### src/rtl/seq_alu.sv
// Handshaked multi-cycle unsigned ALU: add/sub complete in one cycle, while mul (shift-add)
// and div (restoring) iterate one bit per cycle. The result is held in DONE until it is taken.
module seq_alu #(
  parameter int unsigned WIDTH = 8
) (
  input  logic                 clk,
  input  logic                 rst_n,
  input  logic                 in_valid,
  output logic                 in_ready,
  input  logic [1:0]           op_code,
  input  logic [WIDTH-1:0]     a,
  input  logic [WIDTH-1:0]     b,
  output logic                 out_valid,
  input  logic                 out_ready,
  output logic [2*WIDTH-1:0]   result,
  output logic                 div_by_zero,
  output logic                 busy
);

  localparam int unsigned RW   = 2 * WIDTH;
  localparam int unsigned CntW = (WIDTH > 1) ? $clog2(WIDTH) : 1;

  localparam logic [1:0] OpAdd = 2'b00;
  localparam logic [1:0] OpSub = 2'b01;
  localparam logic [1:0] OpMul = 2'b10;
  localparam logic [1:0] OpDiv = 2'b11;

  typedef enum logic [1:0] {StIdle, StCalc, StDone} state_e;

  state_e            state_q, state_d;
  logic              is_div_q, is_div_d;
  logic [CntW-1:0]   cnt_q, cnt_d;
  // acc: running product (mul) or partial remainder in the low half (div)
  logic [RW-1:0]     acc_q, acc_d;
  logic [RW-1:0]     mcand_q, mcand_d;
  // opb: remaining multiplier bits (mul) or divisor (div)
  logic [WIDTH-1:0]  opb_q, opb_d;
  logic [WIDTH-1:0]  quo_q, quo_d;
  logic [RW-1:0]     result_q, result_d;
  logic              dbz_q, dbz_d;

  logic [WIDTH:0]    shifted;
  logic [WIDTH:0]    diff;
  logic [WIDTH-1:0]  rem_nx;
  logic              qbit;
  logic              last_iter;

  assign last_iter = (cnt_q == CntW'(WIDTH - 1));

  always_comb begin
    state_d  = state_q;
    is_div_d = is_div_q;
    cnt_d    = cnt_q;
    acc_d    = acc_q;
    mcand_d  = mcand_q;
    opb_d    = opb_q;
    quo_d    = quo_q;
    result_d = result_q;
    dbz_d    = dbz_q;
    shifted  = {acc_q[WIDTH-1:0], quo_q[WIDTH-1]};
    diff     = shifted - {1'b0, opb_q};
    qbit     = ~diff[WIDTH];
    rem_nx   = qbit ? diff[WIDTH-1:0] : shifted[WIDTH-1:0];

    unique case (state_q)
      StIdle: begin
        if (in_valid) begin
          unique case (op_code)
            OpAdd: begin
              result_d = {{WIDTH{1'b0}}, a} + {{WIDTH{1'b0}}, b};
              dbz_d    = 1'b0;
              state_d  = StDone;
            end
            OpSub: begin
              result_d = {{WIDTH{1'b0}}, a} - {{WIDTH{1'b0}}, b};
              dbz_d    = 1'b0;
              state_d  = StDone;
            end
            OpMul: begin
              acc_d    = '0;
              mcand_d  = {{WIDTH{1'b0}}, a};
              opb_d    = b;
              cnt_d    = '0;
              is_div_d = 1'b0;
              state_d  = StCalc;
            end
            OpDiv: begin
              if (b == '0) begin
                result_d = '1;
                dbz_d    = 1'b1;
                state_d  = StDone;
              end else begin
                acc_d    = '0;
                quo_d    = a;
                opb_d    = b;
                cnt_d    = '0;
                is_div_d = 1'b1;
                state_d  = StCalc;
              end
            end
            default: ;
          endcase
        end
      end
      StCalc: begin
        cnt_d = cnt_q + 1'b1;
        if (!is_div_q) begin
          if (opb_q[0]) acc_d = acc_q + mcand_q;
          mcand_d = mcand_q << 1;
          opb_d   = opb_q >> 1;
          if (last_iter) begin
            result_d = acc_d;
            dbz_d    = 1'b0;
            state_d  = StDone;
          end
        end else begin
          acc_d = {{WIDTH{1'b0}}, rem_nx};
          quo_d = {quo_q[WIDTH-2:0], qbit};
          if (last_iter) begin
            result_d = {rem_nx, quo_d};
            dbz_d    = 1'b0;
            state_d  = StDone;
          end
        end
      end
      StDone: begin
        if (out_ready) state_d = StIdle;
      end
      default: state_d = StIdle;
    endcase
  end

  always_ff @(posedge clk or negedge rst_n) begin
    if (!rst_n) begin
      state_q  <= StIdle;
      is_div_q <= 1'b0;
      cnt_q    <= '0;
      acc_q    <= '0;
      mcand_q  <= '0;
      opb_q    <= '0;
      quo_q    <= '0;
      result_q <= '0;
      dbz_q    <= 1'b0;
    end else begin
      state_q  <= state_d;
      is_div_q <= is_div_d;
      cnt_q    <= cnt_d;
      acc_q    <= acc_d;
      mcand_q  <= mcand_d;
      opb_q    <= opb_d;
      quo_q    <= quo_d;
      result_q <= result_d;
      dbz_q    <= dbz_d;
    end
  end

  // Status outputs decode straight from the state register only.
  assign in_ready    = (state_q == StIdle);
  assign busy        = (state_q == StCalc);
  assign out_valid   = (state_q == StDone);
  assign result      = result_q;
  assign div_by_zero = dbz_q;

endmodule
### config.mk
export PLATFORM = sky130hd
export DESIGN_NAME = seq_alu
export DESIGN_NICKNAME = d
export VERILOG_FILES = /design/src/rtl/seq_alu.sv
export SDC_FILE = /design/constraint.sdc
export NUM_CORES = 1
export LEC_CHECK = 0
export CAP_MARGIN = 40
export CORE_ASPECT_RATIO = 0.9
export CORE_MARGIN = 1.5
export CORE_UTILIZATION = 30
export DETAILED_ROUTE_END_ITERATION = 8
export GPL_ROUTABILITY_DRIVEN = 1
export PLACE_DENSITY = 0.52
export SYNTH_ARGS = -nofsm -noshare
export SYNTH_HDL_FRONTEND = slang
export SYNTH_SLANG_ARGS = --single-unit
export TNS_END_PERCENT = 1
### constraint.sdc
create_clock -name clk -period 6.05 [get_ports clk]
set_input_delay 1.21 -clock clk [delete_from_list [all_inputs] [get_ports clk]]
set_output_delay 1.21 -clock clk [all_outputs]
set_load 0.1 [all_outputs]
# Yosys cells after proc, flatten, opt, wreduce, memory -nomap -nowiden
# Cells that the tools add are included.
# W data, S select, Z words.
[totals]
elab_cells = 94
out_inout_bits = 20
ff_bits = 71
in_bits = 22
[op_classes]
mux = 45
addsub = 5
n_bitwise = 1
n_reduce_logical = 14
eq_ne = 20
[op_table]
columns = ["cell", "n"]
rows = [
  ["$mux W16", 12],
  ["$pmux W16 S2", 4],
  ["$mux W8", 8],
  ["$pmux W16 S3", 1],
  ["$pmux W8 S2", 3],
  ["$reduce_and A5 Y1", 4],
  ["$add A16 B16 Y16", 1],
  ["$pmux W2 S3", 2],
  ["$pmux W3 S2", 2],
  ["$reduce_and A4 Y1", 3],
  ["$ne A2 B1 Y1 const B", 5],
  ["$add A8 B8 Y9", 1],
  ["$sub A8 B8 Y9", 1],
  ["$sub A9 B8 Y9", 1],
  ["$logic_not A8 Y1", 1],
  ["$mux W2", 4],
  ["$ne A2 B2 Y1 const B", 4],
  ["$eq A2 B2 Y1 const B", 3],
  ["$mux W3", 2],
  ["$ne A3 B3 Y1 const B", 2],
  ["$pmux W1 S2", 3],
  ["$eq A2 B1 Y1 const B", 2],
  ["$logic_not A2 Y1", 2],
  ["$mux W1", 4],
  ["9 further kinds", 10],
]

# Depth between registers and ports, before layout
[depth]
ltp_word = 5
mapped_depth = 10
mapped_depth_nobuf = 10

# Worst setup path after synthesis
# OpenSTA, ideal clock, no wires.
[synth_timing]
kind = "reg2out"
from = "reg state_q[1]"
to = "out busy"
required_time_ns = 4.840
path_slack_ns = 2.629
path_stages_with_launch = 8
arrival_time_ns = 2.211
path_buffers = 4
path_cell_list = "dfrtp_1 > buf_2 > inv_1 > nand2_1 > inv_1 > buf_2 > buf_2 > buf_1"
[synth_between]
elab_chain_len = 1
[synth_rtl]
columns = ["element", "line_no", "text"]
rows = [
  ["start, declared", "30", "state_e state_q, state_d;"],
  ["start signal, assigned", "135", "state_q <= StIdle;"],
  ["start signal, assigned", "145", "state_q <= state_d;"],
  ["$eq A2 B1 Y1", "159", "assign busy = (state_q == StCalc);"],
  ["end, declared", "17", "output logic busy"],
]
# No other way between the ends.

# Worst setup path after layout
[layout_timing]
from = "in b[1]"
to = "reg result_q[1] (netlist: result[1])"
[layout_between]
elab_chain_len = 4
word_cells_on_any_way = 8
cone_classes = "add/sub: 2; eq/ne: 1; mux: 3; reduce/logical: 2"
[layout_rtl]
columns = ["element", "line_no", "text"]
rows = [
  ["start, declared", "12", "input logic [WIDTH-1:0] b,"],
  ["$sub A8 B8 Y9 or $add A8 B8 Y9 (tied branches)", "75, 70", ""],
  ["$pmux W16 S3", "68", "unique case (op_code)"],
  ["$mux W16", "67", "if (in_valid) begin"],
  ["$pmux W16 S2", "65", "unique case (state_q)"],
  ["end signal, assigned", "152", "result_q <= result_d;"],
  ["end, declared", "39", "logic [RW-1:0] result_q, result_d;"],
]
# Parallel ways exist; a longest one is shown, timed or not. The select of a mux whose other input is x is not followed.
# A chain may end at the register's enable or synchronous reset.

==> run summary <==
status -> completed
min Tclk post-route -> 3.736 ns
routed vias/inst -> 5.447
final worst-path cycle share -> 0.6175
Post-Place Worst Slack -> 1.958 ns
final setup vio count -> 0
H-Tree Depth -> 3
first-pass GRT wire length -> 27.42 mm
largest net degree at the start of global routing -> 57
setup_tns -> 0 ns
number of routed nets with antenna violations -> 0
vias in the first global route -> 5080
Syn. warnings -> 0
Die X -> 145.8 um
commonest non-fill, non-tap cell in the layout -> a21oi_1
register area -> 1777 sq um
Num CTS Buffers -> 9
io pins -> 42
Worst Hold Class -> flip-flop to flip-flop
Lkg Pwr -> 0.003019 uW
Max VDD drop -> 0.2762 mV
post-DP HPWL -> 13.03 mm
Hold Path Depth -> 2
FF+latch count, synth -> 71
IO Port Bufs -> 41
Fin. Hold Viols -> 0
drt initial violations -> 335
highest-count cells in the layout ignoring fill and taps -> a21oi_1, dfrtp_1, nor2_1, nand2_1, ha_1
share of layout cells above drive strength 1 -> 0.07928
Critical Path Most Common Cell -> o21ai_0
fin util -> 0.3826
core area -> 17780 sq um
asr flop ratio synth -> 1.000
GRT Resource Usage Total -> 0.1814
Clock Latency Late Sink -> 0.35 ns
P&R area growth vs syn -> 23.62%
Worst Path Buf+Inv -> 1
CTS max path bufs -> 2
R2R cell count -> 10
Pre-antenna DRT Iters -> 5
CTS Sinks -> 71
Die Height -> 131.5 um
setup ws final -> 2.314 ns
Avg Cell Area, Syn -> 8.264 sq um
count of mapped cells out of synthesis -> 666
CP Max Fanout -> 19
crit path launch type -> input port
synth unique cells -> 65
critical path's largest stage delay -> 0.71 ns
Required @ worst endpoint -> 6.32 ns
Placer Congestion -> 0.8831
Routed WL -> 16.95 mm
fin nets -> 785
Post-synth EDFFs -> 0
GR Overflow Total -> 0
RSZ-0062 raised after global routing -> no
ANT cells -> 0
crit-path cells -> clkdlybuf4s50_1 -> nor4_1 -> a21boi_0 -> o21ai_0 -> and2_1 -> o311ai_0 -> o21ai_0
R2R Setup Slk -> 2.85 ns
WL per Instance -> 17.67 um
Cell Rows -> 46
f_max -> 267.7 MHz
Final Max Tran Viols -> 0
nature of the critical path endpoint -> flip-flop
postcts setup bufs -> 0
post-synthesis sequential area ratio -> 0.3228
R2R Path End -> result[0]
vias post-DR -> 5224
Die Area -> 19170 sq um
Mapped Area -> 5504 sq um
critical path class -> input port to flip-flop
Power Density -> 565.8 nW/um^2
Arr. time, crit path -> 4.00 ns
clock slew at reported path FFs -> 0.06 ns
Fill cells -> 1827
Worst R2R Start -> opb_q[0]
Post-CTS Resized -> 0
ys flop type -> dfrtp_1
skew final -> 0.008350 ns
root buf cell -> clkbuf_16
cell family with most CP delay -> simple AND/OR/NAND/NOR gates
post-route DRC violation count -> 0
min-delay src -> acc_q[10]
max-cap viol count -> 0
WHS Endpoint -> acc_q[10]
Worst path slowest cell -> nor4_1
Syn Nets -> 737
initial core utilization -> 0.3095
initial antenna violation count -> 0
hold buffers post-CTS -> 0
CTS tree -> done
area occupied by multi-input gates -> 3462 sq um
worst-margin pin slew -> 0.7896 ns
Slew headroom -> 0.4736
layout make-up:
type | instances | share of cell area
clock buffers | 9 | 0.03310
clock inverters | 7 | 0.01398
inverters | 37 | 0.02041
multi-input cells | 527 | 0.5088
flip-flops and latches | 71 | 0.2611
well taps | 240 | 0.04413
repair buffers | 68 | 0.1184
state kept, by name, indices dropped and copies added, names as in the netlist:
register and count:
acc_q 16, mcand_q 16, result 16, opb_q 8, quo_q 8, cnt_q 3
state_q 2, div_by_zero 1, is_div_q 1
metal layers:
metal  vias to the layer above  wire length, um  track usage  part of all wire
met5                         -                0            0                 0
met4                         0              102      0.03401            0.0060
met3                        12             1023      0.03819             0.060
met2                       138             7754       0.2878              0.46
met1                      2532             8068       0.2546              0.48
li1                       2542                -            -                 -
cells in the mapped netlist (4+ instances only):
| cell type | number | area (sq um) |
|---|---|---|
| a211oi_1 | 15 | 112.6 |
| a21boi_0 | 4 | 30.03 |
| a21o_1 | 9 | 67.56 |
| a21oi_1 | 74 | 370.4 |
| a22o_1 | 12 | 105.1 |
| a22oi_1 | 6 | 45.04 |
| a31oi_1 | 18 | 112.6 |
| and3_1 | 12 | 75.07 |
| buf_1 | 4 | 15.01 |
| buf_2 | 6 | 30.03 |
| clkbuf_1 | 20 | 75.07 |
| dfrtp_1 | 71 | 1777 |
| fa_1 | 4 | 80.08 |
| ha_1 | 45 | 563.0 |
| inv_1 | 37 | 138.9 |
| mux2_2 | 4 | 45.04 |
| mux2i_1 | 9 | 90.09 |
| nand2_1 | 58 | 217.7 |
| nand2b_1 | 9 | 56.30 |
| nand3_1 | 17 | 85.08 |
| nand3b_1 | 4 | 30.03 |
| nor2_1 | 64 | 240.2 |
| nor2b_1 | 12 | 75.07 |
| nor3_1 | 13 | 65.06 |
| nor4_1 | 4 | 25.02 |
| o2111ai_1 | 6 | 52.55 |
| o211ai_1 | 7 | 52.55 |
| o21a_1 | 4 | 30.03 |
| o21ai_0 | 43 | 215.2 |
| o21ai_1 | 6 | 30.03 |
| o21bai_1 | 5 | 37.54 |
| o22ai_1 | 5 | 31.28 |
| o31ai_1 | 6 | 45.04 |
| xnor2_1 | 7 | 61.31 |
| xor2_1 | 5 | 43.79 |
worst min-delay path, stage by stage, from the launching register on:
cell	delay [ns]
dfrtp_1	0.36
nand2_1	0.05
nand2_1	0.06
worst max path at each step:
stage | start | to | slack [ns] | cells past startpoint
5_1_grt | b[1] | result[1] | 2.13 | 7
3_5_place_dp | b[1] | result[1] | 1.96 | 7
4_1_cts | b[1] | result[1] | 2.32 | 7
2_1_floorplan | state_q[1] | busy | 2.63 | 7
3_3_place_gp | b[1] | result[1] | 2.04 | 7
6_report | b[1] | result[1] | 2.31 | 7
report_power, final:
| part | internal [uW] | total [uW] | switching [uW] | leakage (uW) |
|---|---|---|---|---|
| logic | 869 | 2380 | 1510 | 0.00199 |
| clock network | 362 | 583 | 221 | 0.000156 |
| registers | 677 | 888 | 211 | 0.000870 |
| total | 1910 | 3850 | 1940 | 0.00302 |
through the flow:
stage / hold WS (ns) / instance area (sq um) / cells / total power (uW)
2_1_floorplan: 0.4667 / 5504 / 666 / 2484
3_3_place_gp: 0.4889 / 6131 / 922 / 3010
3_5_place_dp: 0.4924 / 6484 / 943 / 3263
4_1_cts: 0.5060 / 6804 / 959 / 3867
5_1_grt: 0.5300 / 6804 / 959 / 4127
6_report: 0.5012 / 6804 / 959 / 3850
logic make-up (layout without fill, tap and decap cells):
group,Yosys count,after routing,synth area share
AO/OA/AOI/OAI,242,242,0.2848
AND/OR/NAND/NOR,211,211,0.1828
flip-flops,71,71,0.3228
buffers and inverters,68,121,0.04910
adder cells (fa/ha/maj),49,49,0.1168
multiplexers,13,13,0.02455
XOR/XNOR,12,12,0.01910
(Power assumes the default switching activity.)
